## src/rtl/pipe_hazard_ctrl.sv

```systemverilog
// rtl/pipe_hazard_ctrl.sv - hazard, redirect and memory-wait sequencing for the five-stage pipeline
module pipe_hazard_ctrl #(
    parameter int MEM_TIMEOUT = 16,
    parameter int CNT_W       = 16
) (
    input  logic             clk,
    input  logic             rst,
    input  logic [4:0]       id_rs1,
    input  logic [4:0]       id_rs2,
    input  logic             id_rs1_used,
    input  logic             id_rs2_used,
    input  logic [4:0]       ex_rs1,
    input  logic [4:0]       ex_rs2,
    input  logic [4:0]       ex_rd,
    input  logic             ex_wb_ena,
    input  logic             ex_is_load,
    input  logic [4:0]       mem_rd,
    input  logic             mem_wb_ena,
    input  logic [4:0]       wb_rd,
    input  logic             wb_wb_ena,
    input  logic             ex_branch_taken,
    input  logic             mem_req,
    input  logic             mem_ack,
    output logic             pc_stall,
    output logic             if_id_stall,
    output logic             id_ex_stall,
    output logic             ex_mem_stall,
    output logic             if_id_flush,
    output logic             id_ex_flush,
    output logic             mem_wb_flush,
    output logic [1:0]       fwd_a_sel,
    output logic [1:0]       fwd_b_sel,
    output logic             mem_err,
    output logic [CNT_W-1:0] stall_cnt,
    output logic [CNT_W-1:0] flush_cnt
);

    localparam int              WC_W      = $clog2(MEM_TIMEOUT) + 1;
    localparam logic [WC_W-1:0] WAIT_LAST = WC_W'(MEM_TIMEOUT - 1);
    localparam logic [CNT_W-1:0] CNT_MAX  = '1;

    typedef enum logic [1:0] {
        ST_IDLE,
        ST_WAIT,
        ST_ABORT
    } state_t;

    state_t            state_q, state_d;
    logic [WC_W-1:0]   wait_cnt_q, wait_cnt_d;
    logic [CNT_W-1:0]  stall_cnt_q, stall_cnt_d;
    logic [CNT_W-1:0]  flush_cnt_q, flush_cnt_d;

    logic load_use;
    logic mem_stall;
    logic in_abort;

    assign in_abort  = (state_q == ST_ABORT);
    assign mem_stall = mem_req & ~mem_ack & ~in_abort;
    assign load_use  = ex_is_load & ex_wb_ena & (ex_rd != 5'd0) &
                       ((id_rs1_used & (id_rs1 == ex_rd)) |
                        (id_rs2_used & (id_rs2 == ex_rd)));

    always_ff @(posedge clk or negedge rst) begin
        if (!rst) begin
            state_q     <= ST_IDLE;
            wait_cnt_q  <= '0;
            stall_cnt_q <= '0;
            flush_cnt_q <= '0;
        end else begin
            state_q     <= state_d;
            wait_cnt_q  <= wait_cnt_d;
            stall_cnt_q <= stall_cnt_d;
            flush_cnt_q <= flush_cnt_d;
        end
    end

    // wait_cnt counts cycles already spent waiting, including the IDLE cycle that started the access
    always_comb begin
        state_d    = state_q;
        wait_cnt_d = wait_cnt_q;
        case (state_q)
            ST_IDLE: begin
                if (mem_req && !mem_ack) begin
                    state_d    = ST_WAIT;
                    wait_cnt_d = WC_W'(1);
                end
            end
            ST_WAIT: begin
                if (mem_ack) begin
                    state_d    = ST_IDLE;
                    wait_cnt_d = '0;
                end else if (wait_cnt_q == WAIT_LAST) begin
                    state_d    = ST_ABORT;
                    wait_cnt_d = '0;
                end else begin
                    wait_cnt_d = wait_cnt_q + WC_W'(1);
                end
            end
            ST_ABORT: begin
                state_d    = ST_IDLE;
                wait_cnt_d = '0;
            end
            default: begin
                state_d    = ST_IDLE;
                wait_cnt_d = '0;
            end
        endcase
    end

    always_comb begin
        pc_stall     = 1'b0;
        if_id_stall  = 1'b0;
        id_ex_stall  = 1'b0;
        ex_mem_stall = 1'b0;
        if_id_flush  = 1'b0;
        id_ex_flush  = 1'b0;
        mem_wb_flush = 1'b0;
        mem_err      = in_abort;
        if (rst) begin
            if (mem_stall) begin
                pc_stall     = 1'b1;
                if_id_stall  = 1'b1;
                id_ex_stall  = 1'b1;
                ex_mem_stall = 1'b1;
                mem_wb_flush = 1'b1;
            end else if (ex_branch_taken) begin
                if_id_flush  = 1'b1;
                id_ex_flush  = 1'b1;
            end else if (load_use) begin
                pc_stall     = 1'b1;
                if_id_stall  = 1'b1;
                id_ex_flush  = 1'b1;
            end
            // the aborted access must not reach writeback
            if (in_abort) begin
                mem_wb_flush = 1'b1;
            end
        end
    end

    always_comb begin
        stall_cnt_d = stall_cnt_q;
        flush_cnt_d = flush_cnt_q;
        if (pc_stall && (stall_cnt_q != CNT_MAX)) begin
            stall_cnt_d = stall_cnt_q + CNT_W'(1);
        end
        if (if_id_flush && (flush_cnt_q != CNT_MAX)) begin
            flush_cnt_d = flush_cnt_q + CNT_W'(1);
        end
    end

    always_comb begin
        fwd_a_sel = 2'b00;
        fwd_b_sel = 2'b00;
        if (mem_wb_ena && (mem_rd != 5'd0) && (mem_rd == ex_rs1)) begin
            fwd_a_sel = 2'b01;
        end else if (wb_wb_ena && (wb_rd != 5'd0) && (wb_rd == ex_rs1)) begin
            fwd_a_sel = 2'b10;
        end
        if (mem_wb_ena && (mem_rd != 5'd0) && (mem_rd == ex_rs2)) begin
            fwd_b_sel = 2'b01;
        end else if (wb_wb_ena && (wb_rd != 5'd0) && (wb_rd == ex_rs2)) begin
            fwd_b_sel = 2'b10;
        end
    end

    assign stall_cnt = stall_cnt_q;
    assign flush_cnt = flush_cnt_q;

endmodule

```

## config.mk

```make
export PLATFORM = sky130hd
export DESIGN_NAME = pipe_hazard_ctrl
export DESIGN_NICKNAME = d
export VERILOG_FILES = /design/src/rtl/pipe_hazard_ctrl.sv
export SDC_FILE = /design/constraint.sdc
export NUM_CORES = 1
export LEC_CHECK = 0
export CAP_MARGIN = 10
export CORE_ASPECT_RATIO = 0.8
export CORE_MARGIN = 4
export CORE_UTILIZATION = 44
export DETAILED_ROUTE_END_ITERATION = 8
export GPL_ROUTABILITY_DRIVEN = 0
export PLACE_DENSITY = 0.79
export SLEW_MARGIN = 0
export SYNTH_ARGS = -nofsm -noshare
export SYNTH_HDL_FRONTEND = slang
export SYNTH_SLANG_ARGS = --single-unit
```

## constraint.sdc

```tcl
create_clock -name clk -period 2.2 [get_ports clk]
set_input_delay 0.22 -clock clk [delete_from_list [all_inputs] [get_ports clk]]
set_output_delay 0.22 -clock clk [all_outputs]
set_load 0.02 [all_outputs]
```

==> flow_summary_export.csv, run 1 <==
group,metric,value,unit
route,detailedRoute.firstPassIterationCount,4,
die,design.die.area,6540,um^2
synth,mappedNetlistNets,280,
global_route,grt_use_total,0.215,
synth,simple_gate_share_of_the_synthesized_area,0.246,
die,die_h,73.1,um
synth,synth_cells,231,
route,routed_wire_length_per_instance,16.0,um
synth,synth.distinct_cells,41,
final_layout,syn2layout_area_growth,56.9,%
cts,clock-sinks,39,
route,remaining_drc_errors,0,
worst_hold_path,hp-class,"flip-flop to flip-flop",
die,core-area,5060,um^2
synth,ys_seq_elements,39,
cts,tritoncts.num_buffers,5,
synth,synth-xor-area-share,0.210,
die,chipWidth,89.4,um
critical_path,crit_path_max_incr_delay,0.52,ns
route,finalWirelength,6.73,mm
global_route,first_global_vias,2157,
route,ant_nets,0,
synth,dominantRegCellSynth,"sky130_fd_sc_hd__dfrtp_1",
synth,synthArstFlopShare,1.00,
power_and_ir_drop,power_density,625,nW/um^2
synth,yosys_warnings,0,
power_and_ir_drop,power.ir.vdd_worst,0.700,mV
synth,synthMostInstantiatedCell,"sky130_fd_sc_hd__xor2_1",
critical_path,critical_path.max_fanout,2,
power_and_ir_drop,cellLeakagePower,1.69,nW
cts,tritoncts,"built",
synth,syn-cell-area,2330,um^2
run_status,status,"completed",
sta,sum_of_negative_setup_slack,0,ns
sta,transition_time_at_the_pin_with_the_least_slew_margin,0.473,ns
power_and_ir_drop,power_dissipated_by_switching_net_loads,0.787,mW
global_route,grt_pass1_wl,10.6,mm
synth,synth_compound_area_frac,0.0697,
sta,fmax,463,MHz
sta,finalWorstPathRequiredPeriod,2.16,ns
critical_path,setup.worst_path.start_class,"input port",
cts,cts.root.buffer_cell,"sky130_fd_sc_hd__clkbuf_8",
critical_path,worstPathCellList,"clkdlybuf4s50_1 > buf_4 > xor2_1 > or4_4 > nor4_2 > buf_4",
job,drv.max_cap_violation_count,0,
placement,post-dp-hpwl,5.31,mm
power_and_ir_drop,power_report.internal_total,1.50,mW
global_route,grt_overflow,0,
die,placementRows,23,
critical_path,cp_slowest_cell,"sky130_fd_sc_hd__or4_4",
synth,synth-seq-area-share,0.418,
power_and_ir_drop,power.share.sequential,0.409,
sta,endpoints_failing_hold,0,
power_and_ir_drop,power_frac_comb,0.375,
critical_path,critPathCaptureType,"primary output",
synth,number_of_enable_type_register_cells_in_the_synthesized_netlist,0,
cts,clock_insertion_delay_worst_skew,0.30,ns
critical_path,r2r_cells,7,
synth,synth_top_cell_by_area,"sky130_fd_sc_hd__dfrtp_1",
cts,cts.path.max_buffers,2,
global_route,antenna_found_initial,0,
route,vias_post_dr,2185,
synth,adder_cell_share_of_the_synthesized_area,0.0161,
sta,maxSlewViolCount,0,
synth,synth.area.top_cells,"sky130_fd_sc_hd__dfrtp_1, sky130_fd_sc_hd__xor2_1, sky130_fd_sc_hd__xnor2_1",
critical_path,critical_path.top_delay_family,"simple AND/OR/NAND/NOR gates",
synth,synthDominantCellAreaShare,0.418,
critical_path,buffering_stage_count_on_the_worst_path_with_inverters_included,3,
power_and_ir_drop,clock_power_frac,0.216,
die,start_util,0.461,
final_layout,antenna_cells_inserted,0,
route,viasPerCell,5.20,
synth,synth.avg_cell_area,10.1,um^2
cts,clk_transition_reported_paths,0.07,ns
critical_path,cp.depth,6,
cts,h-tree-depth,2,
power_and_ir_drop,power_switching_share,0.344,
synth,synth.cells.most_frequent,"sky130_fd_sc_hd__xor2_1, sky130_fd_sc_hd__dfrtp_1, sky130_fd_sc_hd__nor2_1",
sta,final.period_utilization,0.982,
sta,setup_viol_count_final,0,
sta,maxSlewHeadroom,0.682,
die,floorplan.io_pins,90,
route,detailedRoute.firstIterationViolations,177,
global_route,grt_start_max_net_pins,33,
worst_hold_path,hold_path_depth,1,
sta,grt_setup_unrepaired,"yes",
final_layout,nNetsFinal,407,
sta,worst_case_clock_skew,0.00142,ns
synth,main_combinational_cell_family_by_area_after_synthesis,"simple AND/OR/NAND/NOR gates",
critical_path,worst_path_most_repeated_cell,"sky130_fd_sc_hd__buf_4",
critical_path,worst-endpoint-arrival,1.94,ns
sta,finalHoldWorstSlack,0.481,ns
critical_path,setup.worst_path.class,"input port to primary output",
synth,multiplexer_area_fraction_after_synthesis,0.0188,
final_layout,layout-drive-gt1-share,0.182,
critical_path,required,1.98,ns
placement,io_buffers,89,
worst register-to-register path, cell delays in order, from the launching register on:
cell and delay (ns):
sky130_fd_sc_hd__dfrtp_1 0.40, sky130_fd_sc_hd__ha_1 0.25, sky130_fd_sc_hd__nand4_1 0.10, sky130_fd_sc_hd__nor4_1 0.07
sky130_fd_sc_hd__or4_4 0.42, sky130_fd_sc_hd__o22a_4 0.32, sky130_fd_sc_hd__nor4b_2 0.33, sky130_fd_sc_hd__xor2_1 0.16
layout make-up:
| class | instances | area [um^2] |
|---|---|---|
| inverters | 6 | 22.5 |
| clock buffers | 6 | 82.6 |
| multi-input cells | 183 | 1350 |
| fillers | 382 | 1400 |
| flip-flops and latches | 39 | 976 |
| clock inverters | 1 | 5.00 |
| repair buffers | 123 | 1150 |
| well taps | 62 | 77.6 |
per-layer routing:
| layer | routed length [um] | track usage |
|---|---|---|
| met5 | 0 | 0 |
| met4 | 86 | 0.0678 |
| met2 | 3180 | 0.324 |
| met1 | 3110 | 0.307 |
| met3 | 357 | 0.0474 |
power groups by stage:
| stage | registers (mW) | clock network [mW] | logic, mW |
|---|---|---|---|
| 4_1_cts | 0.936 | 0.510 | 0.859 |
| 3_5_place_dp | 0.950 | 0 | 0.846 |
| 2_1_floorplan | 1.06 | 0 | 0.269 |
| 5_1_grt | 0.949 | 0.542 | 0.933 |
| 3_3_place_gp | 0.939 | 0 | 0.831 |
| 6_report | 0.937 | 0.495 | 0.858 |
per-stage QoR:
| step | instance area (um^2) | std cells | setup WS (ns) | utilization | power [mW] |
|---|---|---|---|---|---|
| after global routing | 3660 | 420 | -0.0242 | 0.723 | 2.42 |
| after detailed placement | 3510 | 410 | -0.548 | 0.693 | 1.80 |
| after CTS | 3610 | 419 | 0.0236 | 0.712 | 2.30 |
| final | 3660 | 420 | 0.0386 | 0.723 | 2.29 |
| after global placement | 3510 | 410 | -0.411 | 0.693 | 1.77 |
| after floorplan | 2340 | 231 | 0.0735 | - | 1.32 |
cell usage in the layout, fill, tap and decap left out, types with 3 or more instances in the layout:
| master | n |
|---|---|
| sky130_fd_sc_hd__mux2_2 | 3 |
| sky130_fd_sc_hd__inv_1 | 6 |
| sky130_fd_sc_hd__nor4_1 | 7 |
| sky130_fd_sc_hd__buf_2 | 3 |
| sky130_fd_sc_hd__ha_1 | 3 |
| sky130_fd_sc_hd__a21oi_1 | 6 |
| sky130_fd_sc_hd__xnor2_1 | 16 |
| sky130_fd_sc_hd__xor2_1 | 40 |
| sky130_fd_sc_hd__nand2_1 | 17 |
| sky130_fd_sc_hd__nand4_1 | 6 |
| sky130_fd_sc_hd__o21ai_0 | 5 |
| sky130_fd_sc_hd__nand2b_1 | 4 |
| sky130_fd_sc_hd__nor3_1 | 5 |
| sky130_fd_sc_hd__nor4_2 | 3 |
| sky130_fd_sc_hd__dlymetal6s2s_1 | 6 |
| sky130_fd_sc_hd__or4_1 | 3 |
| sky130_fd_sc_hd__buf_4 | 33 |
| sky130_fd_sc_hd__or4_4 | 3 |
| sky130_fd_sc_hd__nand3_1 | 14 |
| sky130_fd_sc_hd__and3_1 | 3 |
| sky130_fd_sc_hd__clkdlybuf4s50_1 | 75 |
| sky130_fd_sc_hd__nor4b_2 | 3 |
| sky130_fd_sc_hd__clkbuf_8 | 6 |
| sky130_fd_sc_hd__nor2_1 | 19 |
| sky130_fd_sc_hd__dfrtp_1 | 39 |
kinds of logic (layout without fill, tap and decap cells):
group | count (synthesis) | after routing
flip-flops | 39 | 39
XOR/XNOR | 56 | 56
AND/OR/NAND/NOR | 97 | 97
multiplexers | 4 | 4
buffers and inverters | 9 | 136
AO/OA/AOI/OAI | 23 | 23
adder cells (fa/ha/maj) | 3 | 3
timing repair:
| action | in CTS | in global routing |
|---|---|---|
| buffers inserted | 0 | 1 |
| resized for setup | 28 | 14 |
| pin swaps | 3 | 6 |
| endpoints found under the setup margin | 7 | 7 |
| endpoints found under the hold margin | 39 | 0 |
| hold buffers | 2 | 0 |
flip-flops by register name (all words and copies together), names as in the netlist:
register    count
flush_cnt      16
stall_cnt      16
wait_cnt_q      5
state_q         2
path summary, 6_finish.rpt:
path                               startpoint            end  slack [ns]
worst max-delay path                 wb_rd[4]   fwd_b_sel[1]        0.04
worst min-delay path            wait_cnt_q[4]     state_q[1]        0.48
worst max register to register   stall_cnt[0]  stall_cnt[11]        0.08
worst min register to register  wait_cnt_q[4]     state_q[1]        0.48
max in group asynchronous                 rst   flush_cnt[9]        1.39
min in group asynchronous                 rst   flush_cnt[5]        0.50
(Power assumes the default switching activity.)
==> run 2, diff against run 1 <==
--- a/config.mk
+++ b/config.mk
@@ -9,6 +9,7 @@
 export CORE_ASPECT_RATIO = 0.8
 export CORE_MARGIN = 4
 export CORE_UTILIZATION = 44
+export CTS_CLUSTER_SIZE = 40
 export DETAILED_ROUTE_END_ITERATION = 8
 export GPL_ROUTABILITY_DRIVEN = 0
 export PLACE_DENSITY = 0.79
==> results of run 2 <==
Final layout, timing and power as in run 1 (identical DEF).
